===== src/rtl/bin2bcd_seq.sv =====
// Iterative double-dabble binary-to-BCD converter feeding the 7-segment scan mux.
// Values above MAX_VAL saturate and raise overflow. bcd_int only changes on the completing edge.

module bin2bcd_add3 (
    input  logic [3:0] d,
    output logic [3:0] q
);
    assign q = (d >= 4'd5) ? d + 4'd3 : d;
endmodule

module bin2bcd_seq #(
    parameter int BIN_W   = 14,
    parameter int DIGITS  = 4,
    parameter int MAX_VAL = 9999
) (
    input  logic                  fpga_clk,
    input  logic                  sys_init_ctrl_n,
    input  logic [BIN_W-1:0]      bin_in,
    input  logic                  bin_valid,
    output logic                  bin_ready,
    output logic [4*DIGITS-1:0]   bcd_int,
    output logic                  bcd_valid,
    output logic                  overflow
);
    localparam int BCD_W = 4*DIGITS;
    localparam int CNT_W = $clog2(BIN_W+1);
    localparam logic [CNT_W-1:0] CNT_LOAD = CNT_W'(BIN_W);
    localparam logic [CNT_W-1:0] CNT_LAST = CNT_W'(1);
    localparam logic [BIN_W-1:0] MAX_BIN  = BIN_W'(MAX_VAL);

    localparam logic [1:0] IDLE  = 2'd0;
    localparam logic [1:0] SHIFT = 2'd1;
    localparam logic [1:0] DONE  = 2'd2;

    logic [1:0]       state;
    logic [BCD_W-1:0] acc;
    logic [BCD_W-1:0] acc_adj;
    logic [BCD_W-1:0] acc_next;
    logic [BIN_W-1:0] bin_sr;
    logic [BIN_W-1:0] bin_next;
    logic [CNT_W-1:0] cnt;
    logic             pend_ovf;
    logic             carry_out;

    genvar g;
    generate
        for (g = 0; g < DIGITS; g++) begin : g_digit
            bin2bcd_add3 u_add3 (
                .d (acc[4*g +: 4]),
                .q (acc_adj[4*g +: 4])
            );
        end
    endgenerate

    // A bit leaving the top digit would mean MAX_VAL exceeds the digit range; report it as overflow.
    assign {carry_out, acc_next} = {acc_adj, bin_sr[BIN_W-1]};
    assign bin_next              = {bin_sr[BIN_W-2:0], 1'b0};
    assign bin_ready             = (state == IDLE);

    always_ff @(posedge fpga_clk or negedge sys_init_ctrl_n) begin
        if (!sys_init_ctrl_n) begin
            state     <= IDLE;
            acc       <= '0;
            bin_sr    <= '0;
            cnt       <= '0;
            pend_ovf  <= 1'b0;
            bcd_int   <= '0;
            bcd_valid <= 1'b0;
            overflow  <= 1'b0;
        end else begin
            case (state)
                IDLE: begin
                    if (bin_valid) begin
                        if (bin_in > MAX_BIN) begin
                            bin_sr   <= MAX_BIN;
                            pend_ovf <= 1'b1;
                        end else begin
                            bin_sr   <= bin_in;
                            pend_ovf <= 1'b0;
                        end
                        acc   <= '0;
                        cnt   <= CNT_LOAD;
                        state <= SHIFT;
                    end
                end
                SHIFT: begin
                    acc    <= acc_next;
                    bin_sr <= bin_next;
                    cnt    <= cnt - CNT_W'(1);
                    if (cnt == CNT_LAST) begin
                        bcd_int   <= acc_next;
                        overflow  <= pend_ovf | carry_out;
                        bcd_valid <= 1'b1;
                        state     <= DONE;
                    end
                end
                DONE: begin
                    bcd_valid <= 1'b0;
                    state     <= IDLE;
                end
                default: begin
                    bcd_valid <= 1'b0;
                    state     <= IDLE;
                end
            endcase
        end
    end
endmodule


===== config.mk =====
export PLATFORM = sky130hd
export DESIGN_NAME = bin2bcd_seq
export DESIGN_NICKNAME = d
export VERILOG_FILES = /design/src/rtl/bin2bcd_seq.sv
export SDC_FILE = /design/constraint.sdc
export NUM_CORES = 1
export LEC_CHECK = 0
export CORE_ASPECT_RATIO = 0.6
export CORE_MARGIN = 2
export CORE_UTILIZATION = 59
export CTS_BUF_LIST = sky130_fd_sc_hd__clkbuf_16
export CTS_CLUSTER_SIZE = 25
export DETAILED_ROUTE_END_ITERATION = 10
export PLACE_DENSITY = 0.82
export SLEW_MARGIN = 15
export SYNTH_ARGS = -nofsm -noshare
export SYNTH_HDL_FRONTEND = slang
export SYNTH_HIERARCHICAL = 1
export SYNTH_SLANG_ARGS = --single-unit
export TNS_END_PERCENT = 100

===== constraint.sdc =====
create_clock -name fpga_clk -period 2.51 [get_ports fpga_clk]
set_clock_uncertainty 0.15 [all_clocks]
set_input_delay 0.251 -clock fpga_clk [delete_from_list [all_inputs] [get_ports fpga_clk]]
set_output_delay 0.251 -clock fpga_clk [all_outputs]
set_load 0.01 [all_outputs]

==> flow_metrics.py <==
metrics = {
    "worst_setup_path": {
        "critical_path_required_ns": 2.53,
        "cp.arrival_ns": 2.01,
        "crit_fanout": 18,
        "start_kind": "register",
        "end_kind": "register",
        "worstSetupPathType": "reg2reg",
    },
    "placed_design": {
        "placedCellCount": 375,
        "io_buffers": 35,
        "gp_congestion": 0.810,
        "dp_hpwl_um": 4020,
    },
    "timing": {
        "post-route-period-util": 0.790,
        "maxSlewHeadroom": 0.526,
        "rsz0062_at_grt": "false",
        "min_period_ns": 1.98,
        "setup_viol": 0,
        "slew_viol_final": 0,
        "hold_violations": 0,
        "tightest_slew_ns": 0.711,
        "setup-tns-final_ns": 0,
        "fmax_mhz": 505,
    },
    "synthesis": {
        "synthFlopType": "dfrtp_1",
        "synthMuxAreaShare": 0.0779,
        "ys_seq_elements": 55,
        "ys_seq_area_frac": 0.487,
        "netlist_instances": 283,
        "synth.avg_cell_area_um2": 9.99,
        "yosys.area_share.simple": 0.200,
        "synth-edff-count": 0,
        "yosys_warnings": 6,
        "synth-adder-area-share": 0.0443,
        "synth_cell_types": 40,
        "synthXorXnorAreaFrac": 0.0124,
        "synthArstFlopShare": 1.00,
        "synth_top_family_by_area": "simple AND/OR/NAND/NOR gates",
        "syn-cell-area_um2": 2830,
        "synth_compound_area_frac": 0.127,
        "synth_fp_nets": 310,
    },
    "floorplan": {
        "ios": 36,
        "dieHeight_um": 57.6,
        "dieArea_um2": 5380,
        "start_util": 0.616,
        "coreArea_um2": 4590,
        "num_rows": 19,
        "fp.dieW_um": 93.4,
    },
    "finish": {
        "drive_gt1_frac": 0.156,
        "stdcell_count": 384,
        "fin_nets": 347,
        "seqCellArea_um2": 1380,
        "most-common-layout-cells": "55 x dfrtp_1, 51 x nand2_1, 34 x clkdlybuf4s50_1",
        "n_fill_cell": 323,
        "final_common_cell": "dfrtp_1",
        "final_util": 0.733,
        "diodes": 0,
        "area.growth.synth_to_final_pct": 19.0,
        "multi_input_area_um2": 1310,
    },
    "grt": {
        "grt_max_degree": 33,
        "grt_pass1_vias": 2080,
        "grt_pass1_wl_um": 10100,
        "grt_use_total": 0.243,
        "grt_antenna_before_repair": 0,
        "grt_overflow_total": 0,
    },
    "status": {
        "status": "completed",
    },
    "power_and_ir_drop": {
        "power.net_switching_w": 0.00161,
        "power.density_nw_per_um2": 1250,
        "p_seq_frac": 0.394,
        "power.internal_w": 0.00258,
        "swShare": 0.384,
        "vdd_ir_drop_max_mv": 0.708,
        "p_leak_nw": 1.56,
        "comb_power_share": 0.448,
        "clock_power_share": 0.158,
    },
    "clocking": {
        "clk_pin_slew_ns": 0.07,
        "cts_setup_buffers": 0,
        "cts_inserted_buffers": 5,
        "cts_sinks": 55,
        "clock_latency_ns": 0.29,
        "cts.htree.levels": 2,
        "cts_tree": "yes",
        "cts.root.buffer_cell": "clkbuf_16",
        "clockBufferDepth": 2,
    },
    "detailed_routing": {
        "routedWlPerCell_um": 15.1,
        "via_count": 2137,
        "ant_nets": 0,
        "dr.first_iter.drc_count": 159,
        "drtPass1Iterations": 4,
        "routed_wl_um": 5800,
        "drc_errors": 0,
        "avgViaCountPerCell": 5.57,
    },
    "hold_path": {
        "hold_class": "reg2reg",
    },
    "flow_run": {
        "max_cap_viol_count": 0,
    },
}
[power groups by stage]
stage / registers, W / clock network (W) / logic [W]
2_1_floorplan: 0.00162 / 0 / 0.00127
3_3_place_gp: 0.00164 / 0 / 0.00178
3_5_place_dp: 0.00165 / 0 / 0.00186
4_1_cts: 0.00165 / 0.000670 / 0.00188
5_1_grt: 0.00171 / 0.000717 / 0.00212
6_report: 0.00165 / 0.000660 / 0.00188
[worst max-delay path, stage by stage, from the launching register on]
cell	delay, ns
dfrtp_1	0.39
inv_1	0.08
ha_1	0.13
nor3b_2	0.33
nand2_2	0.35
mux2_1	0.41
[cell families (layout without fill, tap and decap cells)]
group,Yosys count,count (layout)
compound gates,55,55
xor+xnor,4,4
fa+ha+maj,10,10
buf+inv,27,65
flops,55,55
mux,20,20
simple gates,112,112
[registers in the layout, summed over array words and instances, names as in the netlist]
register,count
bin_sr,14
bcd_valid,1
acc,16
state,2
cnt,4
pend_ovf,1
bcd_int,16
overflow,1
[cells in the mapped netlist (6+ instances only)]
cell | instances | area, um^2
dfrtp_1 | 55 | 1380
nand2_1 | 51 | 191
nand3_1 | 18 | 90.1
mux2_2 | 15 | 169
inv_1 | 13 | 48.8
o22ai_1 | 12 | 75.1
o21ai_0 | 11 | 55.1
ha_1 | 10 | 125
nand2b_1 | 9 | 56.3
a21oi_1 | 8 | 40.0
nor2_1 | 7 | 26.3
a221o_1 | 6 | 60.1
buf_2 | 6 | 30.0
or2_2 | 6 | 37.5
or3b_2 | 6 | 52.6
[per-layer routing]
layer	vias to the layer above	GRT usage	routed length, um
li1	1066	-	-
met1	1011	0.368	2960
met2	48	0.346	2490
met3	12	0.0559	248
met4	0	0.0882	109
met5	-	0	0
[metrics by stage]
stage          worst slack (ns)  total power [W]  hold WS (ns)  cell area (um^2)
5_1_grt                   0.404          0.00454         0.367              3360
4_1_cts                   0.537          0.00420         0.343              3360
3_5_place_dp              0.400          0.00352         0.190              3220
2_1_floorplan             0.809          0.00289        -0.195              2830
3_3_place_gp              0.429          0.00342         0.189              3220
6_report                  0.528          0.00419         0.338              3360
[worst paths after layout]
check	to	from	depth (start not counted)	slack [ns]
hold reg to reg	pend_ovf	pend_ovf	2	0.34
setup reg to reg	bcd_int[4]	cnt[1]	5	0.53
setup / recovery	bcd_int[4]	cnt[1]	5	0.53
max in group asynchronous	pend_ovf	sys_init_ctrl_n	3	1.17
hold / removal	pend_ovf	pend_ovf	2	0.34
min in group asynchronous	bcd_int[13]	sys_init_ctrl_n	2	0.40
[layout make-up]
cell class,instances,area share
multi-input combinational,201,0.388
clock buffer,5,0.0372
sequential,55,0.409
timing repair buffer,44,0.124
clock inverter,3,0.00372
inverter,13,0.0145
tap,63,0.0234
[what timing repair did]
action                                 in CTS  in global routing
endpoints found under the hold margin      30                  0
hold buffers                                1                  0
resized for setup                           0                  0
Note: power is estimated with default switching activity, not from simulation.
